`config.mk`:
```
export PLATFORM = sky130hd
export DESIGN_NAME = mem_bus_arbiter_flat
export DESIGN_NICKNAME = d
export VERILOG_FILES = /design/src/rtl/mem_bus_arbiter_if.sv /design/src/rtl/mem_bus_arbiter.sv /design/src/flat_wrapper.sv
export SDC_FILE = /design/constraint.sdc
export NUM_CORES = 1
export LEC_CHECK = 0
export CAP_MARGIN = 15
export CORE_AREA = 2 2 115 117
export CTS_BUF_LIST = sky130_fd_sc_hd__clkbuf_8
export CTS_CLUSTER_SIZE = 40
export DETAILED_ROUTE_END_ITERATION = 16
export DIE_AREA = 0 0 117 119
export GPL_TIMING_DRIVEN = 0
export PLACE_DENSITY = 0.56
export SYNTH_ARGS = -nofsm -noshare
export SYNTH_HDL_FRONTEND = slang
export SYNTH_SLANG_ARGS = --single-unit
```
`constraint.sdc`:
```
create_clock -name clk -period 4.1 [get_ports clk]
set_input_delay 0.41 -clock clk [delete_from_list [all_inputs] [get_ports clk]]
set_output_delay 0.41 -clock clk [all_outputs]
set_load 0.01 [all_outputs]
```
`src/rtl/mem_bus_arbiter_if.sv`:
```
// Shared-memory arbitration bundle: two requesting masters plus the single
// memory bus they contend for. The arbiter uses the slave view. Whatever
// drives the requests and returns device read data uses the master view.
interface mem_bus_arbiter_if;
  logic        m0_req;
  logic        m0_we;
  logic [31:0] m0_addr;
  logic [31:0] m0_wdata;
  logic        m0_ack;
  logic [31:0] m0_rdata;

  logic        m1_req;
  logic        m1_we;
  logic [31:0] m1_addr;
  logic [31:0] m1_wdata;
  logic        m1_ack;
  logic [31:0] m1_rdata;

  logic [31:0] MemBus_Address;
  logic [31:0] MemBus_Write_Data;
  logic        MemRead;
  logic        MemWrite;
  logic [31:0] Device_Read_Data;

  logic        bus_owner;
  logic        bus_busy;

  modport slave (
    input  m0_req, m0_we, m0_addr, m0_wdata,
    input  m1_req, m1_we, m1_addr, m1_wdata,
    input  Device_Read_Data,
    output m0_ack, m0_rdata, m1_ack, m1_rdata,
    output MemBus_Address, MemBus_Write_Data, MemRead, MemWrite,
    output bus_owner, bus_busy
  );

  modport master (
    output m0_req, m0_we, m0_addr, m0_wdata,
    output m1_req, m1_we, m1_addr, m1_wdata,
    output Device_Read_Data,
    input  m0_ack, m0_rdata, m1_ack, m1_rdata,
    input  MemBus_Address, MemBus_Write_Data, MemRead, MemWrite,
    input  bus_owner, bus_busy
  );
endinterface

```
`src/rtl/mem_bus_arbiter.sv`:
```
// Two-master memory bus arbiter. Each beat is one ACCESS cycle followed by
// one GAP cycle, so a master has time to update its request after its ack.
// Ownership is round-robin from idle. While the other master is waiting, the
// current owner is limited to MAX_BURST consecutive beats.
module mem_bus_arbiter #(
  parameter int MAX_BURST = 4
) (
  input logic               clk,
  input logic               reset,
  mem_bus_arbiter_if.slave  bus
);

  typedef enum logic [1:0] {
    IDLE   = 2'd0,
    ACCESS = 2'd1,
    GAP    = 2'd2
  } state_t;

  localparam logic [3:0] BURST_LIMIT = 4'(MAX_BURST);

  state_t      r_state;
  logic        r_owner;
  logic        r_lastOwner;
  logic [3:0]  r_beatCnt;

  logic        w_reqOwner;
  logic        w_reqOther;
  logic        w_budgetLeft;
  logic        w_idleGrant;
  logic        w_weOwner;

  assign w_reqOwner   = r_owner ? bus.m1_req : bus.m0_req;
  assign w_reqOther   = r_owner ? bus.m0_req : bus.m1_req;
  assign w_budgetLeft = (r_beatCnt < BURST_LIMIT);
  assign w_idleGrant  = (bus.m0_req && bus.m1_req) ? ~r_lastOwner : bus.m1_req;
  assign w_weOwner    = r_owner ? bus.m1_we : bus.m0_we;

  // State, ownership and burst accounting; reset overrides every transition.
  always_ff @(posedge clk) begin
    if (!reset) begin
      r_state     <= IDLE;
      r_owner     <= 1'b0;
      r_lastOwner <= 1'b1;
      r_beatCnt   <= 4'd0;
    end else begin
      case (r_state)
        IDLE: begin
          if (bus.m0_req || bus.m1_req) begin
            r_state <= ACCESS;
            r_owner <= w_idleGrant;
            if (w_idleGrant != r_owner) begin
              r_lastOwner <= r_owner;
            end
            r_beatCnt <= 4'd0;
          end
        end
        ACCESS: begin
          r_state <= GAP;
          if (r_beatCnt != 4'hF) begin
            r_beatCnt <= r_beatCnt + 4'd1;
          end
        end
        GAP: begin
          if (w_reqOwner && (!w_reqOther || w_budgetLeft)) begin
            r_state <= ACCESS;
            if (!w_budgetLeft) begin
              r_beatCnt <= 4'd0;
            end
          end else if (w_reqOther) begin
            r_state     <= ACCESS;
            r_owner     <= ~r_owner;
            r_lastOwner <= r_owner;
            r_beatCnt   <= 4'd0;
          end else begin
            r_state     <= IDLE;
            r_lastOwner <= r_owner;
            r_beatCnt   <= 4'd0;
          end
        end
        default: begin
          r_state <= IDLE;
        end
      endcase
    end
  end

  // Bus strobes, acks and read data are decoded purely from state and owner.
  always_comb begin
    bus.m0_ack            = 1'b0;
    bus.m0_rdata          = 32'h0;
    bus.m1_ack            = 1'b0;
    bus.m1_rdata          = 32'h0;
    bus.MemBus_Address    = 32'h0;
    bus.MemBus_Write_Data = 32'h0;
    bus.MemRead           = 1'b0;
    bus.MemWrite          = 1'b0;
    if (r_state == ACCESS) begin
      bus.MemBus_Address    = r_owner ? bus.m1_addr  : bus.m0_addr;
      bus.MemBus_Write_Data = r_owner ? bus.m1_wdata : bus.m0_wdata;
      bus.MemRead           = ~w_weOwner;
      bus.MemWrite          = w_weOwner;
      if (r_owner) begin
        bus.m1_ack   = 1'b1;
        bus.m1_rdata = bus.Device_Read_Data;
      end else begin
        bus.m0_ack   = 1'b1;
        bus.m0_rdata = bus.Device_Read_Data;
      end
    end
  end

  assign bus.bus_owner = r_owner;
  assign bus.bus_busy  = (r_state != IDLE);

endmodule

```
`src/flat_wrapper.sv`:
```
// flat-port wrapper written by rule: the top's interface ports become plain ports
module mem_bus_arbiter_flat 
#(
  parameter int MAX_BURST = 4
)
  (clk, reset, bus_m0_req, bus_m0_we, bus_m0_addr, bus_m0_wdata, bus_m1_req, bus_m1_we, bus_m1_addr, bus_m1_wdata, bus_Device_Read_Data, bus_m0_ack, bus_m0_rdata, bus_m1_ack, bus_m1_rdata, bus_MemBus_Address, bus_MemBus_Write_Data, bus_MemRead, bus_MemWrite, bus_bus_owner, bus_bus_busy);
  mem_bus_arbiter_if bus_i ();
  input logic clk;
  input logic reset;
  input wire logic [$bits(bus_i.m0_req)-1:0] bus_m0_req;
  input wire logic [$bits(bus_i.m0_we)-1:0] bus_m0_we;
  input wire logic [$bits(bus_i.m0_addr)-1:0] bus_m0_addr;
  input wire logic [$bits(bus_i.m0_wdata)-1:0] bus_m0_wdata;
  input wire logic [$bits(bus_i.m1_req)-1:0] bus_m1_req;
  input wire logic [$bits(bus_i.m1_we)-1:0] bus_m1_we;
  input wire logic [$bits(bus_i.m1_addr)-1:0] bus_m1_addr;
  input wire logic [$bits(bus_i.m1_wdata)-1:0] bus_m1_wdata;
  input wire logic [$bits(bus_i.Device_Read_Data)-1:0] bus_Device_Read_Data;
  output wire logic [$bits(bus_i.m0_ack)-1:0] bus_m0_ack;
  output wire logic [$bits(bus_i.m0_rdata)-1:0] bus_m0_rdata;
  output wire logic [$bits(bus_i.m1_ack)-1:0] bus_m1_ack;
  output wire logic [$bits(bus_i.m1_rdata)-1:0] bus_m1_rdata;
  output wire logic [$bits(bus_i.MemBus_Address)-1:0] bus_MemBus_Address;
  output wire logic [$bits(bus_i.MemBus_Write_Data)-1:0] bus_MemBus_Write_Data;
  output wire logic [$bits(bus_i.MemRead)-1:0] bus_MemRead;
  output wire logic [$bits(bus_i.MemWrite)-1:0] bus_MemWrite;
  output wire logic [$bits(bus_i.bus_owner)-1:0] bus_bus_owner;
  output wire logic [$bits(bus_i.bus_busy)-1:0] bus_bus_busy;
  assign bus_i.m0_req = bus_m0_req;
  assign bus_i.m0_we = bus_m0_we;
  assign bus_i.m0_addr = bus_m0_addr;
  assign bus_i.m0_wdata = bus_m0_wdata;
  assign bus_i.m1_req = bus_m1_req;
  assign bus_i.m1_we = bus_m1_we;
  assign bus_i.m1_addr = bus_m1_addr;
  assign bus_i.m1_wdata = bus_m1_wdata;
  assign bus_i.Device_Read_Data = bus_Device_Read_Data;
  assign bus_m0_ack = bus_i.m0_ack;
  assign bus_m0_rdata = bus_i.m0_rdata;
  assign bus_m1_ack = bus_i.m1_ack;
  assign bus_m1_rdata = bus_i.m1_rdata;
  assign bus_MemBus_Address = bus_i.MemBus_Address;
  assign bus_MemBus_Write_Data = bus_i.MemBus_Write_Data;
  assign bus_MemRead = bus_i.MemRead;
  assign bus_MemWrite = bus_i.MemWrite;
  assign bus_bus_owner = bus_i.bus_owner;
  assign bus_bus_busy = bus_i.bus_busy;
  mem_bus_arbiter #(.MAX_BURST(MAX_BURST)) u_core (.clk(clk), .reset(reset), .bus(bus_i));
endmodule
```
# ---- After elaboration in Yosys (flattened, before gate mapping)
# Index checks and enable logic that the tools add are counted.
dict set report op_classes {
  n_reduce_logical 12
  mux 35
  n_eq_ne 10
  n_lt_le_gt_ge 1
  n_addsub 1
  bitwise_logic 3
}
# cell n
set ops {}
lappend ops {{2-to-1 mux 32 bit} 8}
lappend ops {{2-to-1 mux 1 bit} 17}
lappend ops {{2-to-1 mux 4 bit} 4}
lappend ops {{one-hot mux 4 bit (3 select lines)} 1}
lappend ops {{AND reduction 4 bit} 3}
lappend ops {{inequality test 2 x 1 -> 1 bit, second input constant} 4}
lappend ops {{one-hot mux 2 bit (3 select lines)} 1}
lappend ops {{adder 4 x 1 -> 4 bit, second input constant} 1}
lappend ops {{less-than comparator 4 x 3 -> 1 bit, second input constant} 1}
lappend ops {{2-to-1 mux 2 bit} 2}
lappend ops {{inequality test 4 bit, second input constant} 1}
lappend ops {{one-hot mux 1 bit (2 select lines)} 2}
lappend ops {{nonzero test 2 bit} 2}
lappend ops {{inequality test 3 bit, second input constant} 1}
lappend ops {{NOT 1 bit} 3}
lappend ops {{nonzero test 3 bit} 1}
lappend ops {{equality test 2 x 1 -> 1 bit, second input constant} 1}
lappend ops {{equality test 2 bit, second input constant} 1}
lappend ops {{logical AND 1 bit} 2}
lappend ops {{logical NOT 2 bit} 1}
lappend ops {{logical OR 1 bit} 2}
lappend ops {{inequality test 2 bit, second input constant} 1}
lappend ops {{logical NOT 1 bit} 1}
lappend ops {{inequality test 1 bit} 1}
dict set report word_totals {
  word_cells 66
  out_inout_bits 134
  register_bits 8
}

# ---- Logic depth before layout (Yosys ltp)
# Gate-level depths: netlist of the first run.
dict set report depth {
  ltp_word 6
  mapped_depth 5
}

# ---- Worst setup path after synthesis of the first run
# OpenSTA, ideal clock, no wires.
dict set report synth_path {
  path_type {register to output}
  startpoint {register u_core.r_owner, in the netlist u_core.bus.bus_owner}
  endpoint {output port bus_MemRead}
  setup_slack_ps 2509
  required_time_ps 3690
  stages_incl_launch_ff 5
  arrival_ps 1181
  path_cell_list {dfxtp_1 buf_4 buf_2 mux2i_1 and2_1}
}
dict set report synth_via {
  elab_chain_cells 3
}
# item line_no
set synth_rtl {}
lappend synth_rtl {{start: declaration} mem_bus_arbiter.sv:22} ;# logic r_owner;
lappend synth_rtl {{start signal: assignment} mem_bus_arbiter.sv:50} ;# r_owner <= w_idleGrant;
lappend synth_rtl {{start signal: assignment} mem_bus_arbiter.sv:71} ;# r_owner <= ~r_owner;
lappend synth_rtl {{2-to-1 mux 1 bit} mem_bus_arbiter.sv:36} ;# assign w_weOwner = r_owner ? bus.m1_we : bus.m0_we;
lappend synth_rtl {{NOT 1 bit} mem_bus_arbiter.sv:100} ;# bus.MemRead = ~w_weOwner;
lappend synth_rtl {{2-to-1 mux 1 bit} mem_bus_arbiter.sv:97} ;# if (r_state == ACCESS) begin
lappend synth_rtl {{end: declaration} flat_wrapper.sv:25} ;# output wire logic [$bits(bus_i.MemRead)-1:0] bus_MemRead;
# No other way between the ends.

# ---- Worst setup path in the final report of the first run
dict set report layout_path {
  startpoint {register u_core.r_state[0]}
  endpoint {output port bus_m0_rdata[21]}
}
dict set report layout_via {
  elab_chain_cells 2
}
# item line_no
set layout_rtl {}
lappend layout_rtl {{start: declaration} mem_bus_arbiter.sv:21} ;# state_t r_state;
lappend layout_rtl {{start signal: assignment} mem_bus_arbiter.sv:41} ;# r_state <= IDLE;
lappend layout_rtl {{start signal: assignment} mem_bus_arbiter.sv:49} ;# r_state <= ACCESS;
lappend layout_rtl {{start signal: assignment} mem_bus_arbiter.sv:58} ;# r_state <= GAP;
lappend layout_rtl {{equality test 2 x 1 -> 1 bit} mem_bus_arbiter.sv:97}
lappend layout_rtl {{2-to-1 mux 32 bit} mem_bus_arbiter.sv:97}
lappend layout_rtl {{end: declaration} flat_wrapper.sv:20} ;# output wire logic [$bits(bus_i.m0_rdata)-1:0] bus_m0_rdata;
# No other way between the ends.

==> results of run 1 <==
## layout make-up
cell class / instances / area (um2) / area share
Tap cell: 176 / 220.2 / 0.04199
Sequential cell: 8 / 160.2 / 0.03054
Clock buffer: 3 / 41.29 / 0.007874
Multi-Input combinational cell: 248 / 1657 / 0.3159
Inverter: 4 / 15.01 / 0.002863
Buffer: 35 / 177.7 / 0.03388
Timing Repair Buffer: 297 / 2973 / 0.5669
## synth_stat cells (2+ instances only)
cell type   n
nor2_1     71
mux2i_1    66
and3_1     65
buf_2      16
clkbuf_1   12
dfxtp_1     8
nand2_1     8
buf_4       7
a21oi_1     4
inv_1       4
o22ai_1     4
nand2b_1    3
nor2b_1     3
o21ai_1     3
and2_1      2
nand3b_1    2
## worst max path at each step
stage	from	endpoint	slack [ns]	cells after the start
2_1_floorplan	u_core.bus.bus_owner	bus_MemRead	2.51	4
3_3_place_gp	u_core.r_state[0]	bus_m1_rdata[22]	1.78	6
3_5_place_dp	u_core.r_state[0]	bus_m0_rdata[21]	1.74	6
4_1_cts	u_core.r_state[0]	bus_m0_rdata[21]	1.47	6
5_1_grt	u_core.r_state[0]	bus_m0_rdata[21]	1.37	6
6_report	u_core.r_state[0]	bus_m0_rdata[21]	1.51	6
## logic make-up after synthesis
group                    count (synthesis)
AND/OR/NAND/NOR                        160
AO/OA/AOI/OAI                           19
XOR/XNOR                                 1
flip-flops                               8
multiplexers                            67
buffers and inverters                   39
adder cells (fa/ha/maj)                  1
## routing by layer
metal / global-route usage / routed length, um / vias up
li1: - / - / 1626
met1: 0.1883 / 4888 / 1448
met2: 0.3150 / 6370 / 176
met3: 0.05140 / 1296 / 7
met4: 0.02574 / 104 / 0
met5: 0 / 0 / -
## power groups by stage
stage          Clock [mW]  Sequential, mW  Combinational (mW)
2_1_floorplan           0          0.0866               0.213
3_3_place_gp            0          0.0865               0.549
3_5_place_dp            0          0.0867               0.551
4_1_cts             0.103          0.0853               0.555
5_1_grt             0.103          0.0857               0.591
6_report            0.100          0.0854               0.549
## stage by stage
stage	cells	instance area, um2
after global routing	771	5244
after global placement	768	5202
final	771	5244
after detailed placement	768	5202
after floorplan	295	2009
after CTS	771	5244
## worst register-to-register path, cell delays in order (launching register included)
cell and delay (ns):
dfxtp_1 0.33, ha_1 0.24, and3_1 0.20, o22ai_1 0.14, a21boi_1 0.31, o22ai_1 0.14
## flip-flops by register name (all words and copies together) (netlist names)
| name | flops |
|---|---|
| u_core.r_lastOwner | 1 |
| u_core.bus.bus_owner | 1 |
| u_core.r_state | 2 |
| u_core.r_beatCnt | 4 |
==> results.sh, run 1 <==
export IMPL_hold_viol=0
export IMPL_viasPerCell=4.224
export IMPL_syn_area_um2=2009
export IMPL_track_usage=0.1687
export IMPL_initial_utilization=0.1561
export IMPL_leakage_nw=2.104
export IMPL_path_delay_family="buffers and inverters"
export IMPL_finClkSkew_ns=0.008576
export IMPL_syn_avg_cell_area_um2=6.812
export IMPL_p_per_area_nw_per_um2=140.1
export IMPL_grt_max_degree=11
export IMPL_crit_arrival_ns=2.18
export IMPL_clk_latency_ns=0.24
export IMPL_nNetsFinal=764
export IMPL_grt_pass1_wl_mm=18.25
export IMPL_post_synth_num_cell_types=33
export IMPL_r2r_start="u_core.r_beatCnt[0]"
export IMPL_muxShareOfSynthArea=0.3344
export IMPL_cts_tree="built"
export IMPL_wirelength_mm=12.66
export IMPL_fin_setup_tns_ns=0
export IMPL_final_util=0.4073
export IMPL_dp_hpwl_mm=10.77
export IMPL_dpl_worst_slack_ns=1.740
export IMPL_hold_class="reg2reg"
export IMPL_via_count=3257
export IMPL_grt_overflow_total=0
export IMPL_clockPowerShare=0.137
export IMPL_intPower_mw=0.4789
export IMPL_drive_gt1_frac=0.05378
export IMPL_whs_path_depth=1
export IMPL_seq_power_share=0.116
export IMPL_hold_path_startpoint="u_core.r_beatCnt[0]"
export IMPL_outcome="completed"
export IMPL_cts_root_buf="clkbuf_8"
export IMPL_synth_adder_area_share=0.006227
export IMPL_nFillCells=1348
export IMPL_cts_resized=0
export IMPL_critPathBufInv=4
export IMPL_crit_slowest_cell="clkdlybuf4s50_1"
export IMPL_max_slew_margin_rel=0.5196
export IMPL_synthArstFlopShare=0
export IMPL_finalPower_mw=0.7347
export IMPL_io_pins=300
export IMPL_core_um2=12870
export IMPL_min_to="u_core.r_beatCnt[0]"
export IMPL_synth_seq_area_share=0.07970
export IMPL_die_x_um=117
export IMPL_holdWs_ns=0.4843
export IMPL_fmax_mhz=386.1
export IMPL_yosys_most_used_dff="dfxtp_1"
export IMPL_cts_inserted_buffers=3
export IMPL_clk_pin_slew_ns=0.05
export IMPL_ff2ff_setup_slack_ns=2.62
export IMPL_crit_chain="buf_4 -> nor2b_1 -> buf_2 -> buf_2 -> and3_1 -> clkdlybuf4s50_1"
export IMPL_synth_edf_count=0
export IMPL_worstSetupPathType="reg2out"
export IMPL_antenna_left=0
export IMPL_tightest_slew_ns=0.7206
export IMPL_final_max_slew_violation_count=0
export IMPL_yosys_warnings=0
export IMPL_synth_compound_area_frac=0.07161
export IMPL_wl_per_cell_um=16.42
export IMPL_synth_top_area_share=0.3288
export IMPL_syn_nets=462
export IMPL_dieArea_um2=13920
export IMPL_grt_pass1_vias=3369
export IMPL_crit_path_end_kind="output port"
export IMPL_most_common_layout_cells="297 x clkdlybuf4s50_1, 71 x nor2_1, 66 x mux2i_1"
export IMPL_synth_simple_area_share=0.4078
export IMPL_synthTopCellsByArea="mux2i_1 33%, and3_1 20%, nor2_1 13%"
export IMPL_gp_congestion=0.8088
export IMPL_port_buffers=297
export IMPL_std_cell_rows=42
export IMPL_start_kind="flop"
export IMPL_synth_seq_cells=8
export IMPL_r2r_worst_path_cells=5
export IMPL_critical_path_max_stage_delay_ns=0.55
export IMPL_rsz0062_at_grt="false"
export IMPL_setup_violations=0
export IMPL_cts_htree_levels=1
export IMPL_synth_top_area_cell="mux2i_1"
export IMPL_layout_commonest_cell="clkdlybuf4s50_1"
export IMPL_fin_ws_ns=1.510
export IMPL_swShare=0.3481
export IMPL_power_frac_comb=0.747
export IMPL_critPathMostFrequentCell="buf_2"
export IMPL_peakVddDrop_mv=0.06439
export IMPL_post_route_min_period_ns=2.590
export IMPL_synth_xor_area_frac=0.004359
export IMPL_r2r_end="u_core.r_beatCnt[0]"
export IMPL_drt_first_iter_violations=114
export IMPL_fin_crit_sh=0.6318
export IMPL_synth_top_family_by_area="simple AND/OR/NAND/NOR gates"
export IMPL_insertedDiodeCount=0
export IMPL_worstPathMaxFanout=10
export IMPL_areaGrowthSynthToFinish_pct=161.0
export IMPL_post_cts_buffers=0
export IMPL_drt_first_pass_iters=6
export IMPL_power_switching_mw=0.2558
export IMPL_clk_path_buf_depth=2
export IMPL_synthCells=295
export IMPL_drc=0
export IMPL_drv_cap=0
export IMPL_die_h_um=119
export IMPL_cts_sinks=8
export IMPL_cts_hold_buf=0
export IMPL_antenna_found_initial=0
export IMPL_required_ns=3.69
Note: power is estimated with default switching activity, not from simulation.
==> run 2: changes to the inputs <==
--- a/config.mk
+++ b/config.mk
@@ -6,13 +6,13 @@
 export NUM_CORES = 1
 export LEC_CHECK = 0
 export CAP_MARGIN = 15
-export CORE_AREA = 2 2 115 117
+export CORE_AREA = 2 2 116 118
 export CTS_BUF_LIST = sky130_fd_sc_hd__clkbuf_8
 export CTS_CLUSTER_SIZE = 40
 export DETAILED_ROUTE_END_ITERATION = 16
-export DIE_AREA = 0 0 117 119
+export DIE_AREA = 0 0 118 120
 export GPL_TIMING_DRIVEN = 0
-export PLACE_DENSITY = 0.56
+export PLACE_DENSITY = 0.55
 export SYNTH_ARGS = -nofsm -noshare
 export SYNTH_HDL_FRONTEND = slang
 export SYNTH_SLANG_ARGS = --single-unit
==> constraint.sdc (replaced) <==
create_clock -name clk -period 2.4 [get_ports clk]
set_input_delay 0.24 -clock clk [delete_from_list [all_inputs] [get_ports clk]]
set_output_delay 0.24 -clock clk [all_outputs]
set_load 0.01 [all_outputs]
==> run 2 against run 1 <==
Compared with the run above:
- global-route usage down 0.29 points
- clock skew about the same
- total power rose by 72%
- sequential share of layout area hardly changed
- combinational power is 72% higher
- cell count decreased by 0.13%
- non-clock buffer count down 1
- via count is 1.1% higher
- critical endpoint is now bus_m1_rdata[14]
==> results.sh, run 2 (synthesis gave the netlist of run 1 again) <==
export IMPL_layout_commonest_cell="clkdlybuf4s50_1"
export IMPL_r2r_start="u_core.r_beatCnt[0]"
export IMPL_drc=0
export IMPL_fin_crit_sh=0.9467
export IMPL_crit_slowest_cell="clkdlybuf4s50_1"
export IMPL_cts_tree="built"
export IMPL_wirelength_mm=12.70
export IMPL_ff2ff_setup_slack_ns=0.95
export IMPL_clk_latency_ns=0.24
export IMPL_gp_congestion=0.8330
export IMPL_nNetsFinal=763
export IMPL_clockPowerShare=0.137
export IMPL_insertedDiodeCount=0
export IMPL_cts_root_buf="clkbuf_8"
export IMPL_port_buffers=297
export IMPL_final_cells=770
export IMPL_std_cell_rows=42
export IMPL_finalPower_mw=1.265
export IMPL_tightest_slew_ns=0.4602
export IMPL_hold_viol=0
export IMPL_fin_area_um2=5260
export IMPL_cts_htree_levels=1
export IMPL_worstPathMaxFanout=10
export IMPL_holdWs_ns=0.3795
export IMPL_crit_arrival_ns=2.03
export IMPL_setup_violations=0
export IMPL_clk_pin_slew_ns=0.05
export IMPL_critical_path_max_stage_delay_ns=0.57
export IMPL_dp_hpwl_mm=10.77
export IMPL_cts_sinks=8
export IMPL_post_cts_buffers=0
export IMPL_grt_pass1_vias=3349
export IMPL_post_route_min_period_ns=2.272
export IMPL_reg_largest_list="u_core.r_beatCnt (4), u_core.r_state (2)"
export IMPL_outcome="completed"
export IMPL_grt_pass1_wl_mm=18.74
export IMPL_start_kind="flop"
export IMPL_leakage_nw=2.111
export IMPL_crit_end="bus_m1_rdata[14]"
export IMPL_most_common_layout_cells="297 x clkdlybuf4s50_1, 71 x nor2_1, 66 x mux2i_1"
export IMPL_final_max_slew_violation_count=0
export IMPL_crit_path_end_kind="output port"
export IMPL_rsz0062_at_grt="true"
export IMPL_dpl_cell_area_um2=5202
export IMPL_antenna_left=0
export IMPL_crit_start="u_core.bus.bus_owner"
export IMPL_grt_overflow_total=0
export IMPL_track_usage=0.1658
export IMPL_initial_utilization=0.1548
export IMPL_viasPerCell=4.275
export IMPL_drive_gt1_frac=0.05892
export IMPL_intPower_mw=0.8227
export IMPL_swShare=0.3495
export IMPL_dieArea_um2=14160
export IMPL_drt_first_iter_violations=109
export IMPL_crit_chain="buf_4 -> clkbuf_4 -> clkbuf_1 -> and3_1 -> clkdlybuf4s50_1"
export IMPL_top_register="u_core.r_beatCnt"
export IMPL_wl_per_cell_um=16.49
export IMPL_peakVddDrop_mv=0.1012
export IMPL_power_frac_comb=0.747
export IMPL_max_slew_margin_rel=0.6932
export IMPL_finClkSkew_ns=0.008752
export IMPL_areaGrowthSynthToFinish_pct=161.8
export IMPL_hold_class="in2reg"
export IMPL_worstSetupPathType="reg2out"
export IMPL_fin_setup_tns_ns=0
export IMPL_clk_path_buf_depth=2
export IMPL_seq_power_share=0.115
export IMPL_required_ns=2.16
export IMPL_r2r_end="u_core.r_beatCnt[0]"
export IMPL_fmax_mhz=440.1
export IMPL_via_count=3292
export IMPL_drt_first_pass_iters=5
export IMPL_io_pins=300
export IMPL_p_per_area_nw_per_um2=240.4
export IMPL_die_x_um=118
export IMPL_core_um2=12980
export IMPL_drv_cap=0
export IMPL_grt_max_degree=11
export IMPL_dp_cells=768
export IMPL_antenna_found_initial=0
export IMPL_die_h_um=120
export IMPL_cts_inserted_buffers=3
export IMPL_largest_reg_flops=4
export IMPL_power_switching_mw=0.4420
export IMPL_r2r_worst_path_cells=5
run 2: cell count changes in the layout (fill, tap and decap cells not counted), sizes merged:
cell / change
buf: -4
clkbuf: +3
run 2: metal layers:
layer | global-route usage | vias to the layer above | share of wire
li1 | - | 1623 | -
met1 | 0.1814 | 1468 | 0.39
met2 | 0.3114 | 184 | 0.50
met3 | 0.05133 | 17 | 0.090
met4 | 0.03840 | 0 | 0.015
met5 | 0 | - | 0
run 2: timing repair:
item,CTS,global route
gates resized for setup,1,11
hold buffers,0,0
gates cloned,0,0
setup endpoints to repair,5,101
run 2: critical path, delay by kind of cell (launching register included):
family | cells | cell delay [ns]
buffers and inverters | 4 | 1.26
DFF | 1 | 0.32
and+or+nand+nor | 1 | 0.20
run 2: worst min-delay path by stage:
stage | from | end | slack [ns] | cells past startpoint
after global routing | bus_m0_req | u_core.r_state[0] | 0.40 | 3
after detailed placement | u_core.r_beatCnt[0] | u_core.r_beatCnt[0] | 0.48 | 1
after CTS | bus_m0_req | u_core.r_state[0] | 0.38 | 3
final | bus_m0_req | u_core.r_state[0] | 0.38 | 3
after global placement | u_core.r_beatCnt[0] | u_core.r_beatCnt[0] | 0.46 | 1
after floorplan | reset | u_core.r_beatCnt[2] | 0.36 | 1
run 2: power groups by stage:
stage / sequential (mW) / combinational (mW) / clock (mW)
3_5_place_dp: 0.148 / 0.941 / 0
4_1_cts: 0.146 / 0.949 / 0.174
6_report: 0.146 / 0.945 / 0.174
5_1_grt: 0.147 / 1.01 / 0.181
3_3_place_gp: 0.148 / 0.939 / 0
2_1_floorplan: 0.148 / 0.364 / 0
run 2: layout make-up:
class	instances	area [um2]
multi-input combinational	248	1659
fill	1395	7720
buffer	34	191.4
inverter	4	15.01
sequential	8	160.2
timing repair buffer	297	2973
clock buffer	3	41.29
tap	176	220.2
run 2: metrics by stage:
stage | util | setup WS (ns)
final | 0.4052 | 0.1279
after detailed placement | 0.4008 | 0.2307
after CTS | 0.4041 | 0.0006852
after floorplan | - | 0.9793
after global placement | 0.4008 | 0.2433
after global routing | 0.4052 | -0.01513
